===== src/rtl/mem_port_arbiter_if.sv =====
// Bus bundle for mem_port_arbiter: the CPU and loader request/ack channels
// plus the single-port memory connection. The arbiter takes the slave view;
// the requesters and memory together take the master view.
interface mem_port_arbiter_if #(
    parameter int DataWidth = 8,
    parameter int AddrWidth = 8
) ();

    // CPU requester channel
    logic                 C_Req;
    logic                 C_Wr;
    logic [AddrWidth-1:0] C_Addr;
    logic [DataWidth-1:0] C_DIn;
    logic                 C_Ack;
    logic [DataWidth-1:0] C_DOut;

    // Loader / debug requester channel
    logic                 L_Req;
    logic                 L_Wr;
    logic [AddrWidth-1:0] L_Addr;
    logic [DataWidth-1:0] L_DIn;
    logic                 L_Lock;
    logic                 L_Ack;
    logic [DataWidth-1:0] L_DOut;

    // Memory port (registered read, one cycle of latency)
    logic [AddrWidth-1:0] M_Addr;
    logic [DataWidth-1:0] M_DIn;
    logic                 M_WrEn;
    logic [DataWidth-1:0] M_DOut;

    // Arbiter side
    modport slave (
        input  C_Req, C_Wr, C_Addr, C_DIn,
        output C_Ack, C_DOut,
        input  L_Req, L_Wr, L_Addr, L_DIn, L_Lock,
        output L_Ack, L_DOut,
        output M_Addr, M_DIn, M_WrEn,
        input  M_DOut
    );

    // Requester and memory side
    modport master (
        output C_Req, C_Wr, C_Addr, C_DIn,
        input  C_Ack, C_DOut,
        output L_Req, L_Wr, L_Addr, L_DIn, L_Lock,
        input  L_Ack, L_DOut,
        input  M_Addr, M_DIn, M_WrEn,
        output M_DOut
    );

endinterface


===== src/rtl/mem_port_arbiter.sv =====
// Two-requester arbiter/sequencer for the A09 single-port synchronous memory.
// A transaction is IDLE/RESP -> ACCESS (memory port driven one cycle) -> RESP
// (Ack pulse with read data). Round-robin between CPU and loader; L_Lock
// locks the CPU out at every arbitration point while it is high.
module mem_port_arbiter #(
    parameter int DataWidth = 8,
    parameter int AddrWidth = 8
) (
    input  logic                Clk,
    input  logic                Reset,
    mem_port_arbiter_if.slave   bus,
    output logic                Owner,
    output logic                Busy
);

    typedef enum logic [1:0] {
        ST_IDLE   = 2'd0,
        ST_ACCESS = 2'd1,
        ST_RESP   = 2'd2
    } state_e;

    // Requester encoding used for owner_q / last_grant_q
    localparam logic REQ_CPU    = 1'b0;
    localparam logic REQ_LOADER = 1'b1;

    state_e               state_q;
    logic                 last_grant_q;
    logic                 owner_q;
    logic                 busy_q;
    logic                 wren_q;
    logic [AddrWidth-1:0] addr_q;
    logic [DataWidth-1:0] din_q;
    logic                 c_ack_q;
    logic                 l_ack_q;

    // Arbitration result for the current edge
    logic                 c_elig_d;
    logic                 l_elig_d;
    logic                 grant_valid_d;
    logic                 grant_loader_d;
    logic                 sel_wr_d;
    logic [AddrWidth-1:0] sel_addr_d;
    logic [DataWidth-1:0] sel_din_d;

    // Decide the winner from Req/Lock and pick its command fields
    always_comb begin
        // NOTE: every combinational output gets a value on every path first, so no latch is inferred.
        c_elig_d       = 1'b0;
        l_elig_d       = 1'b0;
        grant_valid_d  = 1'b0;
        grant_loader_d = REQ_CPU;
        sel_wr_d       = bus.C_Wr;
        sel_addr_d     = bus.C_Addr;
        sel_din_d      = bus.C_DIn;

        // The lock stalls the CPU even when the loader is not requesting.
        c_elig_d = bus.C_Req & ~bus.L_Lock;
        l_elig_d = bus.L_Req;

        grant_valid_d = c_elig_d | l_elig_d;
        // Loader wins when it is the only one, or on a tie when the CPU had the last grant.
        grant_loader_d = l_elig_d & (~c_elig_d | (last_grant_q == REQ_CPU));

        if (grant_loader_d) begin
            sel_wr_d   = bus.L_Wr;
            sel_addr_d = bus.L_Addr;
            sel_din_d  = bus.L_DIn;
        end
    end

    // Transaction sequencer with registered memory-port and Ack outputs
    always_ff @(posedge Clk or negedge Reset) begin
        if (!Reset) begin
            // Asynchronous clear also kills any write still waiting for its clock edge.
            state_q      <= ST_IDLE;
            last_grant_q <= REQ_LOADER;
            owner_q      <= REQ_CPU;
            busy_q       <= 1'b0;
            wren_q       <= 1'b0;
            addr_q       <= '0;
            din_q        <= '0;
            c_ack_q      <= 1'b0;
            l_ack_q      <= 1'b0;
        end else begin
            // NOTE: state registers use non-blocking assignments so every register sees pre-edge values.
            case (state_q)
                ST_IDLE, ST_RESP: begin
                    c_ack_q <= 1'b0;
                    l_ack_q <= 1'b0;
                    wren_q  <= 1'b0;
                    if (grant_valid_d) begin
                        state_q      <= ST_ACCESS;
                        busy_q       <= 1'b1;
                        owner_q      <= grant_loader_d;
                        last_grant_q <= grant_loader_d;
                        addr_q       <= sel_addr_d;
                        din_q        <= sel_din_d;
                        wren_q       <= sel_wr_d;
                    end else begin
                        state_q <= ST_IDLE;
                        busy_q  <= 1'b0;
                    end
                end

                ST_ACCESS: begin
                    // Memory performs the access on this edge; requester inputs are ignored.
                    state_q <= ST_RESP;
                    busy_q  <= 1'b1;
                    wren_q  <= 1'b0;
                    c_ack_q <= (owner_q == REQ_CPU);
                    l_ack_q <= (owner_q == REQ_LOADER);
                end

                default: begin
                    state_q <= ST_IDLE;
                    busy_q  <= 1'b0;
                    wren_q  <= 1'b0;
                    c_ack_q <= 1'b0;
                    l_ack_q <= 1'b0;
                end
            endcase
        end
    end

    // Memory port follows the latched command; M_WrEn is high only in ACCESS.
    assign bus.M_Addr = addr_q;
    assign bus.M_DIn  = din_q;
    assign bus.M_WrEn = wren_q;

    // Registered memory read data is routed only to the acked requester.
    assign bus.C_Ack  = c_ack_q;
    assign bus.L_Ack  = l_ack_q;
    assign bus.C_DOut = c_ack_q ? bus.M_DOut : '0;
    assign bus.L_DOut = l_ack_q ? bus.M_DOut : '0;

    assign Owner = owner_q;
    assign Busy  = busy_q;

`ifndef SYNTHESIS
    // Structural invariants of the sequencer
    a_ack_onehot: assert property (@(posedge Clk) disable iff (!Reset)
        !(c_ack_q && l_ack_q));
    a_wren_in_access: assert property (@(posedge Clk) disable iff (!Reset)
        wren_q |-> (state_q == ST_ACCESS));
    a_ack_in_resp: assert property (@(posedge Clk) disable iff (!Reset)
        (c_ack_q || l_ack_q) |-> (state_q == ST_RESP));
    a_busy_state: assert property (@(posedge Clk) disable iff (!Reset)
        busy_q == (state_q != ST_IDLE));
`endif

endmodule


===== src/flat_wrapper.sv =====
// flat-port wrapper written by rule: the top's interface ports become plain ports
module mem_port_arbiter_flat 
#(
    parameter int DataWidth = 8,
    parameter int AddrWidth = 8
)
  (Clk, Reset, Owner, Busy, bus_C_Req, bus_C_Wr, bus_C_Addr, bus_C_DIn, bus_C_Ack, bus_C_DOut, bus_L_Req, bus_L_Wr, bus_L_Addr, bus_L_DIn, bus_L_Lock, bus_L_Ack, bus_L_DOut, bus_M_Addr, bus_M_DIn, bus_M_WrEn, bus_M_DOut);
  mem_port_arbiter_if #(.DataWidth(DataWidth), .AddrWidth(AddrWidth)) bus_i ();
  input  logic Clk;
  input  logic Reset;
  output logic Owner;
  output logic Busy;
  input wire logic [$bits(bus_i.C_Req)-1:0] bus_C_Req;
  input wire logic [$bits(bus_i.C_Wr)-1:0] bus_C_Wr;
  input wire logic [$bits(bus_i.C_Addr)-1:0] bus_C_Addr;
  input wire logic [$bits(bus_i.C_DIn)-1:0] bus_C_DIn;
  output wire logic [$bits(bus_i.C_Ack)-1:0] bus_C_Ack;
  output wire logic [$bits(bus_i.C_DOut)-1:0] bus_C_DOut;
  input wire logic [$bits(bus_i.L_Req)-1:0] bus_L_Req;
  input wire logic [$bits(bus_i.L_Wr)-1:0] bus_L_Wr;
  input wire logic [$bits(bus_i.L_Addr)-1:0] bus_L_Addr;
  input wire logic [$bits(bus_i.L_DIn)-1:0] bus_L_DIn;
  input wire logic [$bits(bus_i.L_Lock)-1:0] bus_L_Lock;
  output wire logic [$bits(bus_i.L_Ack)-1:0] bus_L_Ack;
  output wire logic [$bits(bus_i.L_DOut)-1:0] bus_L_DOut;
  output wire logic [$bits(bus_i.M_Addr)-1:0] bus_M_Addr;
  output wire logic [$bits(bus_i.M_DIn)-1:0] bus_M_DIn;
  output wire logic [$bits(bus_i.M_WrEn)-1:0] bus_M_WrEn;
  input wire logic [$bits(bus_i.M_DOut)-1:0] bus_M_DOut;
  assign bus_i.C_Req = bus_C_Req;
  assign bus_i.C_Wr = bus_C_Wr;
  assign bus_i.C_Addr = bus_C_Addr;
  assign bus_i.C_DIn = bus_C_DIn;
  assign bus_C_Ack = bus_i.C_Ack;
  assign bus_C_DOut = bus_i.C_DOut;
  assign bus_i.L_Req = bus_L_Req;
  assign bus_i.L_Wr = bus_L_Wr;
  assign bus_i.L_Addr = bus_L_Addr;
  assign bus_i.L_DIn = bus_L_DIn;
  assign bus_i.L_Lock = bus_L_Lock;
  assign bus_L_Ack = bus_i.L_Ack;
  assign bus_L_DOut = bus_i.L_DOut;
  assign bus_M_Addr = bus_i.M_Addr;
  assign bus_M_DIn = bus_i.M_DIn;
  assign bus_M_WrEn = bus_i.M_WrEn;
  assign bus_i.M_DOut = bus_M_DOut;
  mem_port_arbiter #(.DataWidth(DataWidth), .AddrWidth(AddrWidth)) u_core (.Clk(Clk), .Reset(Reset), .bus(bus_i), .Owner(Owner), .Busy(Busy));
endmodule

===== config.mk =====
export PLATFORM = sky130hd
export DESIGN_NAME = mem_port_arbiter_flat
export DESIGN_NICKNAME = d
export VERILOG_FILES = /design/src/rtl/mem_port_arbiter_if.sv /design/src/rtl/mem_port_arbiter.sv /design/src/flat_wrapper.sv
export SDC_FILE = /design/constraint.sdc
export NUM_CORES = 1
export LEC_CHECK = 0
export BUFFER_PORTS_ARGS = -buffer_cell sky130_fd_sc_hd__clkbuf_2
export CORE_MARGIN = 4
export CORE_UTILIZATION = 39
export DETAILED_ROUTE_END_ITERATION = 10
export PLACE_DENSITY = 0.76
export REMOVE_ABC_BUFFERS = 1
export SLEW_MARGIN = 20
export SYNTH_ARGS = -nofsm -noshare
export SYNTH_HDL_FRONTEND = slang
export SYNTH_SLANG_ARGS = --single-unit

===== constraint.sdc =====
create_clock -name Clk -period 1.4 [get_ports Clk]
set_clock_uncertainty 0.2 [all_clocks]
set_input_delay 0 -clock Clk [delete_from_list [all_inputs] [get_ports Clk]]
set_output_delay 0 -clock Clk [all_outputs]
set_load 0.005 [all_outputs]

==> impl_metrics.env <==
export IMPL_globalplace_congestion=0.775
export IMPL_crit_chain="nand3b_4 > buf_6 > a221oi_2 > a22oi_1"
export IMPL_min_period_ns=1.52
export IMPL_timing_fmax_ghz=0.656
export IMPL_syn_inst=150
export IMPL_worstHoldPathType="primary input to asynchronous set/reset pin"
export IMPL_antenna_found_initial=0
export IMPL_fin_crit_sh_pct=109
export IMPL_hold_violations=12
export IMPL_end_kind="flop"
export IMPL_wl_um=4810
export IMPL_nets=322
export IMPL_worst_r2r_endpoint="u_core.bus.M_Addr[4]$_DFFE_PN0P_"
export IMPL_p_per_area_mw_per_mm2=824
export IMPL_path_class="flop to flop"
export IMPL_tightest_slew_ns=0.587
export IMPL_synth_flop_cell="dfrtp_1"
export IMPL_cts_sinks=24
export IMPL_grt_pass1_wl_um=7350
export IMPL_async_flop_share_pct=100
export IMPL_grt_pass1_vias=1667
export IMPL_vias=1635
export IMPL_design_area_mm2=0.00253
export IMPL_synth_cell_types=22
export IMPL_ys_warn_count=0
export IMPL_avgSynthCellArea_um2=9.28
export IMPL_via_per_inst=5.11
export IMPL_finalNonFillerCells=320
export IMPL_initial_core_util_pct=41.0
export IMPL_cts_buffers=3
export IMPL_critPathArrivalTime_ns=1.53
export IMPL_die_area_mm2=0.00459
export IMPL_grt_max_degree=25
export IMPL_ys_seq_elements=24
export IMPL_p_leak_nw=1.27
export IMPL_drv_slew=0
export IMPL_grt_remaining_overflow=0
export IMPL_synth_commonest_cells="33 x and2_1, 23 x dfrtp_1, 18 x inv_1"
export IMPL_netlist_area_mm2=0.00139
export IMPL_cts_root_buf="clkbuf_4"
export IMPL_r2r_setup_slack_ns=-0.12
export IMPL_numPortBuffers=83
export IMPL_rsz0062_at_grt="true"
export IMPL_crit_fanout=8
export IMPL_synth_area_leader_cell="dfrtp_1"
export IMPL_postPlaceCellArea_mm2=0.00189
export IMPL_synth_edf_count=0
export IMPL_drt_iter0_drc=52
export IMPL_status="finished, violations left"
export IMPL_die_w_um=67.7
export IMPL_num_antenna_cells=0
export IMPL_violations="negative hold slack, negative setup slack"
export IMPL_yosysMostFrequentCell="and2_1"
export IMPL_ys_seq_area_share_pct=43.3
export IMPL_whs_ns=-0.0110
export IMPL_syn_to_final_growth_pct=81.8
export IMPL_slew_limit_headroom_pct=60.9
export IMPL_power_mw=2.08
export IMPL_required_ns=1.41
export IMPL_coreArea_mm2=0.00339
export IMPL_rows=21
export IMPL_ios=84
export IMPL_final_antenna_net_count=0
export IMPL_r2r_worst_path_cells=4
export IMPL_slowest_delay_ns=0.59
export IMPL_r2r_start="u_core.last_grant_q$_DFFE_PN1P_"
export IMPL_die_h_um=67.7
export IMPL_insertion_delay_ns=0.32
export IMPL_clockBufferDepth=2
export IMPL_grt_total_usage_pct=21.1
export IMPL_cp_start_kind="flop"
export IMPL_drive_gt1_share_pct=48.2
export IMPL_synth_area_top_cells="dfrtp_1 41%, and2_1 15%, a221oi_1 10%, a22oi_1 8.6%, o21ai_0 5.8%"
export IMPL_synth_top_area_share_pct=41.4
export IMPL_path_clk_slew_ns=0.14
export IMPL_wl_per_cell_um=15.0
export IMPL_drc_errors=0
export IMPL_setup_viol_count_final=17
export IMPL_place_inst=280
export IMPL_drt_pass1_iterations=4
export IMPL_ctsHtreeMaxLevel=1
export IMPL_setup_ws_ns=-0.125
export IMPL_peakVddDrop_v=0.000469
export IMPL_dpl_hpwl_um=2980
export IMPL_crit_slowest_cell="dfstp_2"
export IMPL_tritoncts="done"
export IMPL_cap_violations=0
[worst max-delay path by stage]
stage,depth (start not counted),slack (ns),startpoint,end
after floorplan,2,-0.1,u_core.state_q[0]$_DFF_PN0_,u_core.bus.M_Addr[0]$_DFFE_PN0P_
after global placement,4,-0.09,u_core.last_grant_q$_DFFE_PN1P_,u_core.bus.M_Addr[0]$_DFFE_PN0P_
after detailed placement,4,-0.11,u_core.last_grant_q$_DFFE_PN1P_,u_core.bus.M_DIn[1]$_DFFE_PN0P_
after CTS,4,-0.07,u_core.last_grant_q$_DFFE_PN1P_,u_core.bus.M_Addr[0]$_DFFE_PN0P_
after global routing,4,-0.19,u_core.last_grant_q$_DFFE_PN1P_,u_core.bus.M_Addr[4]$_DFFE_PN0P_
final,4,-0.12,u_core.last_grant_q$_DFFE_PN1P_,u_core.bus.M_Addr[4]$_DFFE_PN0P_
[worst max-delay path: cells and delay by family (launching register included)]
| kind | cells | cell delay (ns) |
|---|---|---|
| buf+inv | 1 | 0.17 |
| simple gates | 1 | 0.11 |
| compound gates | 2 | 0.34 |
| flops | 1 | 0.59 |
[power breakdown]
part	switching, mW	internal (mW)
Combinational	0.381	0.429
Clock	0.211	0.159
Sequential	0.0853	0.818
Total	0.678	1.41
[sequential cells by signal (all words and copies together) (netlist names)]
signal               flops
u_core.last_grant_q      1
u_core.state_q           2
u_core.bus.L_Ack         1
u_core.bus.M_DIn         8
u_core.bus.C_Ack         1
u_core.Owner             1
u_core.Busy              1
u_core.bus.M_Addr        8
u_core.bus.M_WrEn        1
[layer usage]
metal	GRT usage (%)	wire, um	vias to the layer above
met5	0	0	-
met4	6.08	53	0
met3	4.66	429	8
met2	40.5	2490	80
met1	22.8	1840	765
li1	-	-	782
[what timing repair did]
action,CTS,global route
setup buffers,0,0
hold endpoints to repair,42,0
hold buffers,36,0
pin swaps,6,7
gates resized for setup,28,20
setup endpoints to repair,17,17
[per-stage QoR]
| step | utilization, % | setup WS [ns] | setup TNS, ns |
|---|---|---|---|
| 6_report | 74.6 | -0.125 | -1.30 |
| 5_1_grt | 74.6 | -0.193 | -2.43 |
| 4_1_cts | 71.4 | -0.0731 | -0.862 |
| 3_5_place_dp | 55.9 | -0.106 | -1.48 |
| 3_3_place_gp | 55.9 | -0.0905 | -0.816 |
| 2_1_floorplan | - | -0.0975 | -1.67 |
[cells in the final DEF (no fill, tap or decap), types with 2 or more instances in the layout]
cell type      count
a221oi_2          11
nand2b_1           2
clkbuf_2          83
and2_1            33
a22oi_2            4
nand2_1            2
dlygate4sd3_1     36
clkbuf_4           3
inv_1             18
buf_4              8
o2bb2ai_1          2
buf_6              5
dfrtp_1           23
o21ai_0            8
o21ai_2            5
a221oi_4           5
a22oi_1           12
o21ai_1            3
[logic make-up (layout without fill, tap and decap cells)]
| family | Yosys count | after routing | synth area share (%) |
|---|---|---|---|
| DFF | 24 | 24 | 43.3 |
| AOI/OAI and AO/OA | 53 | 53 | 27.0 |
| and+or+nand+nor | 41 | 41 | 18.3 |
| buffers and inverters | 32 | 156 | 11.4 |
[final cells by class]
class                   count  area [um2]
clock buffers               4        36.3
fillers                   224         860
inverters                  19        71.3
multi-input cells          94         851
flip-flops and latches     24         602
well taps                  46        57.6
repair buffers            133         912
Note: power is estimated with default switching activity, not from simulation.
